[config.mk]
export PLATFORM = sky130hd
export DESIGN_NAME = generador_pixeles_demo
export DESIGN_NICKNAME = d
export VERILOG_FILES = /design/src/rtl/generador_pixeles_demo.sv
export SDC_FILE = /design/constraint.sdc
export NUM_CORES = 1
export LEC_CHECK = 0
export ABC_AREA = 1
export ABC_CLOCK_PERIOD_IN_PS = 2000
export BUFFER_PORTS_ARGS = -buffer_cell sky130_fd_sc_hd__buf_2
export CAP_MARGIN = 20
export CORE_ASPECT_RATIO = 1.1
export CORE_MARGIN = 1
export CORE_UTILIZATION = 40
export DETAILED_ROUTE_END_ITERATION = 7
export GPL_TIMING_DRIVEN = 0
export PLACE_DENSITY = 0.57
export SLEW_MARGIN = 20
export SYNTH_ARGS = -nofsm -noshare
export SYNTH_HDL_FRONTEND = slang
export SYNTH_SLANG_ARGS = --single-unit
[constraint.sdc]
create_clock -name CLK -period 2 [get_ports CLK]
set_input_delay 0.4 -clock CLK [delete_from_list [all_inputs] [get_ports CLK]]
set_output_delay 0.4 -clock CLK [all_outputs]
set_load 0.02 [all_outputs]
[src/rtl/generador_pixeles_demo.sv]
// ----------------------------------------------------------------------------
// generador_pixeles_demo
//
// Pixel generator placed right after the 640x480 VGA sync controller. It turns
// the controller's pixel coordinates into one RRRGGGBB colour per p_tick and
// re-times the syncs so they leave together with the colour. The test patterns
// are colour bars, a grid, solid white and a square that bounces around the
// screen, moving once per frame.
//
// Ports
//   CLK             system clock, shared with the sync controller
//   RESET           asynchronous, active-high reset
//   p_tick          pixel enable; pixel-rate state only moves when it is high
//   video_on        high inside the visible area
//   pixel_X/Y       current column (0..799) / row (0..524)
//   sincro_horiz_i  hsync from the controller
//   sincro_vert_i   vsync from the controller
//   sel_modo        pattern select: 00 bars, 01 square, 10 grid, 11 white
//   pausa           1 freezes the square
//   rgb             pixel colour, one pixel behind the inputs
//   sincro_horiz    hsync aligned with rgb
//   sincro_vert     vsync aligned with rgb
//   frame_tick      one-CLK pulse at the start of vertical blanking
// ----------------------------------------------------------------------------
module generador_pixeles_demo #(
    parameter int unsigned HM   = 640,
    parameter int unsigned VM   = 480,
    parameter int unsigned SQ   = 32,
    parameter int unsigned STEP = 2
) (
    input  logic       CLK,
    input  logic       RESET,
    input  logic       p_tick,
    input  logic       video_on,
    input  logic [9:0] pixel_X,
    input  logic [9:0] pixel_Y,
    input  logic       sincro_horiz_i,
    input  logic       sincro_vert_i,
    input  logic [1:0] sel_modo,
    input  logic       pausa,
    output logic [7:0] rgb,
    output logic       sincro_horiz,
    output logic       sincro_vert,
    output logic       frame_tick
);

    localparam logic [9:0] HM_W   = 10'(HM);
    localparam logic [9:0] VM_W   = 10'(VM);
    localparam logic [9:0] SQ_W   = 10'(SQ);
    localparam logic [9:0] STEP_W = 10'(STEP);
    localparam int unsigned BAR_W = HM / 8;

    // Bar colours, bar 0 in the top byte.
    localparam logic [63:0] COLORES = {8'hFF, 8'hFC, 8'h1F, 8'h1C,
                                       8'hE3, 8'hE0, 8'h03, 8'h00};

    localparam logic [0:0] MOVER_POS = 1'b0;
    localparam logic [0:0] MOVER_NEG = 1'b1;

    logic [1:0] modo;
    logic [9:0] sq_x, sq_y;
    logic [0:0] dir_x, dir_y;

    logic [7:0] rgb_p0, rgb_p1;
    logic       vld_p0;
    logic       hs_p1, vs_p1;
    logic       en_cuadro, en_rejilla;

    // Bar index found by comparing against the bar boundaries; the loop walks
    // downward so the narrowest matching boundary wins.
    function automatic logic [7:0] color_barra(input logic [9:0] x);
        logic [7:0] c;
        c = COLORES[7:0];
        for (int k = 6; k >= 0; k--) begin
            if (x < 10'((k + 1) * BAR_W))
                c = COLORES[63 - 8 * k -: 8];
        end
        return c;
    endfunction

    // One frame of motion along one axis; returns {new direction, new position}.
    function automatic logic [10:0] mover(input logic [0:0] dir,
                                          input logic [9:0] pos,
                                          input logic [9:0] extent);
        logic [9:0] lim;
        lim = extent - SQ_W;
        if (dir == MOVER_POS) begin
            if (pos + SQ_W + STEP_W > extent)
                return {MOVER_NEG, lim};
            else
                return {MOVER_POS, pos + STEP_W};
        end else begin
            if (pos < STEP_W)
                return {MOVER_POS, 10'd0};
            else
                return {MOVER_NEG, pos - STEP_W};
        end
    endfunction

    assign en_cuadro  = (pixel_X >= sq_x) && (pixel_X < sq_x + SQ_W) &&
                        (pixel_Y >= sq_y) && (pixel_Y < sq_y + SQ_W);
    assign en_rejilla = (pixel_X[4:0] == 5'd0) || (pixel_Y[4:0] == 5'd0) ||
                        (pixel_X == HM_W - 10'd1) || (pixel_Y == VM_W - 10'd1);

    // ---- stage p0: colour from the current coordinates ----
    always_comb begin
        vld_p0 = video_on;
        case (modo)
            2'b00:   rgb_p0 = color_barra(pixel_X);
            2'b01:   rgb_p0 = en_cuadro ? 8'hE0 : 8'h03;
            2'b10:   rgb_p0 = en_rejilla ? 8'hFF : 8'h00;
            default: rgb_p0 = 8'hFF;
        endcase
    end

    // ---- stage p1: registered pixel and syncs, plus once-per-frame state ----
    always_ff @(posedge CLK or posedge RESET) begin
        if (RESET) begin
            rgb_p1     <= 8'h00;
            hs_p1      <= 1'b0;
            vs_p1      <= 1'b0;
            frame_tick <= 1'b0;
            modo       <= 2'b00;
            sq_x       <= 10'((HM - SQ) / 2);
            sq_y       <= 10'((VM - SQ) / 2);
            dir_x      <= MOVER_POS;
            dir_y      <= MOVER_POS;
        end else begin
            frame_tick <= p_tick && (pixel_X == 10'd0) && (pixel_Y == VM_W);
            if (p_tick) begin
                rgb_p1 <= vld_p0 ? rgb_p0 : 8'h00;
                hs_p1  <= sincro_horiz_i;
                vs_p1  <= sincro_vert_i;
            end
            // frame_tick fires on row VM, outside the visible area, so the
            // square never moves while it is being drawn.
            if (frame_tick) begin
                modo <= sel_modo;
                if (!pausa) begin
                    {dir_x, sq_x} <= mover(dir_x, sq_x, HM_W);
                    {dir_y, sq_y} <= mover(dir_y, sq_y, VM_W);
                end
            end
        end
    end

    assign rgb          = rgb_p1;
    assign sincro_horiz = hs_p1;
    assign sincro_vert  = vs_p1;

endmodule

==> impl_metrics.toml <==
[critical_path]
path_buf_inv = 0
cp_top_family = "simple AND/OR/NAND/NOR gates"
crit_start = "sq_y[6]$_DFFE_PP1P_"
cp_slowest_cell = "dfstp_2"
critical_path_class = "flip-flop to flip-flop"
path_common_cell = "nand2_1"
arrival_ns = 2.51
worstPathRequired_ns = 2.19
path_max_fanout = 5
cp_cell_sequence = "ha_4 -> nand3_4 -> xor2_4 -> ha_1 -> nand2_1 -> nor2_2 -> nand4_1 -> nor2_2 -> nor2_4 -> nand4_1 -> nand3_1 -> nand2_1 -> nand2_1"
crit_cells = 13
endpoint_kind = "flip-flop"
rrSetupSlack_ns = -0.32
cpPeakStageDelay_ns = 0.62
crit_path_start_kind = "flip-flop"
crit_end = "rgb[6]$_DFFE_PP0P_"
rr_worst_depth = 13
r2r-start = "sq_y[6]$_DFFE_PP1P_"
reg2reg_to = "rgb[6]$_DFFE_PP0P_"

[routing]
drt_pass1_iterations = 4
routedWlPerCell_um = 13.2
vias = 3346
vias_per_cell = 5.02
routed-wl-met2_mm = 4.55
wl_met1_mm = 3.98
drtIter0Drc = 143
wl_mm = 8.81
drc_errors = 0
top_layer = "met4"
met3WireLength_um = 129
ant_nets = 0

[pwr]
powerDensity_nw_per_um2 = 388
internal-power_uw = 1060
swShare_pct = 33.9
seq_power_share_pct = 39.0
p_total_uw = 1610
combPwrFrac_pct = 32.1
p_leak_uw = 0.00199
pwr-share-clk_pct = 28.9
max-vdd-ir-drop_v = 0.000212
p_switching_uw = 546

[logic_synthesis]
synthesis.nets = 570
synth_cell_types = 42
syn_inst = 503
ys_seq_area_share_pct = 21.1
synth_edf_count = 0
ys_ff_latch = 28
synth_top_area_share_pct = 16.4
async_flop_share_pct = 100
synth.cell_area_um2 = 3350
yosysMostFrequentCell = "nand2_1"
yosysTopAreaCell = "dfrtp_1"
synth.avg_cell_area_um2 = 6.67
synth_ff_type = "dfrtp_1"
ys_warn_count = 0
ys_top_cells_by_count = "nand2_1, nor2_1, inv_1, ha_1"
synth_area_leaders = "dfrtp_1, ha_1, nand2_1, nor2_1, inv_1"

[timing]
final.min_clock_period_ns = 2.32
final_max_slew_viol_count = 0
max_freq_ghz = 0.431
finClkSkew_ns = 0.00535
rsz0062_at_grt = "true"
timing.final.crit_share_pct = 116
tightest_slew_ns = 0.603
hold_viol_final = 0
setup_ws_ns = -0.323
relSlewSlack_pct = 59.8
finalSetupViolations = 2

[floorplanning]
die_area_um2 = 8760
start_util_pct = 41.9
core.rowCount = 34
die_h_um = 98.0
core_area_um2 = 8000
die_w_um = 89.3
pin_count = 40

[global_route]
grt_pass1_wl_mm = 15.0
overflow = 0
grt_max_degree = 29
antenna_found_initial = 0
grt_pass1_vias = 3166
grt.total_usage_pct = 21.8

[outcome]
violations = "negative setup slack"
status = "complete, but fails checks"

[layout]
final_net_count = 626
fin_cells = 666
antennaDiodeCount = 0
drive_gt1_share_pct = 27.6
stdcell_area_um2 = 4150
fill_cells = 850
area_growth_pct = 23.7

[clock_network]
ctsHtreeMaxLevel = 1
cts_buffers = 3
clock_sinks = 28
clkTransAtPathRegs_ns = 0.10
cts_root_buf = "clkbuf_8"
insertion_delay_ns = 0.29
cts_buffer_depth = 2
cts_tree = "done"

[flow_run]
maxCapViolations = 0

[placement]
placed_cell_area_um2 = 3730
gp_congestion = 0.843
io_buffers = 39
place_ws_ns = -0.554
dp.cells = 650
hpwl_mm = 6.91

[hold_path]
hold_class = "input port to async pin"
==> how the worst min path moves through the flow <==
stage,from,endpoint,slack (ns),cells past startpoint
floorplan,RESET,dir_x$_DFFE_PP0P_,0.46,1
global placement,sincro_horiz$_DFFE_PP0P_,sincro_horiz$_DFFE_PP0P_,0.45,2
detailed placement,sincro_horiz$_DFFE_PP0P_,sincro_horiz$_DFFE_PP0P_,0.46,2
CTS,sincro_vert_i,sincro_vert$_DFFE_PP0P_,0.31,3
global route,RESET,sq_y[1]$_DFFE_PP0P_,0.22,2
finish,RESET,sincro_horiz$_DFFE_PP0P_,0.17,2
==> area by class of cell <==
cell class | instances | area [um^2] | share of cell area (%)
buffer | 12 | 76.3 | 1.84
clock buffer | 3 | 41.3 | 0.995
clock inverter | 1 | 30.0 | 0.724
inverter | 69 | 275 | 6.63
multi-input combinational | 394 | 2580 | 62.1
sequential | 28 | 712 | 17.2
tap | 108 | 135 | 3.26
timing repair buffer | 51 | 304 | 7.33
==> worst reg2reg max path, stage by stage (launching register included) <==
cell	delay (ns)
dfstp_2	0.62
ha_4	0.17
nand3_4	0.09
xor2_4	0.18
ha_1	0.32
nand2_1	0.08
nor2_2	0.14
nand4_1	0.11
nor2_2	0.14
nor2_4	0.05
nand4_1	0.10
nand3_1	0.08
nand2_1	0.08
nand2_1	0.04
==> placed cells by master (no fill, tap or decap), types with 11 or more instances in the layout <==
cell type / netlist / final
ha_1: 38 / 32
xor2_1: 19 / 15
nand3_1: 29 / 24
buf_2: 0 / 39
nor2_1: 66 / 58
inv_1: 59 / 51
nand2_2: 8 / 11
buf_4: 6 / 13
nand2_1: 114 / 109
dfrtp_1: 22 / 19
inv_2: 10 / 14
o21ai_0: 20 / 20
a21oi_1: 29 / 23
==> power groups by stage <==
stage | registers (uW) | clock network (uW) | logic [uW]
after CTS | 626 | 485 | 489
after global routing | 633 | 503 | 586
after global placement | 635 | 0 | 461
final | 628 | 465 | 516
after detailed placement | 636 | 0 | 470
after floorplan | 640 | 0 | 322
==> timing repair <==
item,in CTS,in global routing
resized for setup,13,51
hold buffers,0,0
pin swaps,10,14
endpoints found under the setup margin,16,22
buffers inserted,7,6
==> sequential cells by signal, indices dropped and copies added, names as in the netlist <==
signal	count
sq_x	9
sq_y	9
rgb	3
modo	2
dir_x	1
dir_y	1
frame_tick	1
sincro_horiz	1
sincro_vert	1
==> metrics by stage <==
stage	hold slack, ns	utilization (%)	setup TNS (ns)
after CTS	0.309	49.0	-0.852
after floorplan	0.461	-	-0.142
after global routing	0.218	51.9	-1.57
after global placement	0.453	46.6	-1.34
after detailed placement	0.459	46.6	-1.53
final	0.172	51.9	-0.644
==> cells by family after synthesis <==
family / count (synthesis) / synth area share, %
flip-flops: 28 / 21.1
adder cells (fa/ha/maj): 38 / 14.2
AND/OR/NAND/NOR: 259 / 35.4
XOR/XNOR: 25 / 6.75
AO/OA/AOI/OAI: 72 / 12.6
buffers and inverters: 81 / 9.96
==> layer usage <==
layer / up-vias / global-route usage, %
met5: - / 0
met4: 0 / 6.35
met3: 11 / 1.10
met2: 36 / 37.7
met1: 1564 / 28.8
li1: 1735 / -
Note: power is estimated with default switching activity, not from simulation.
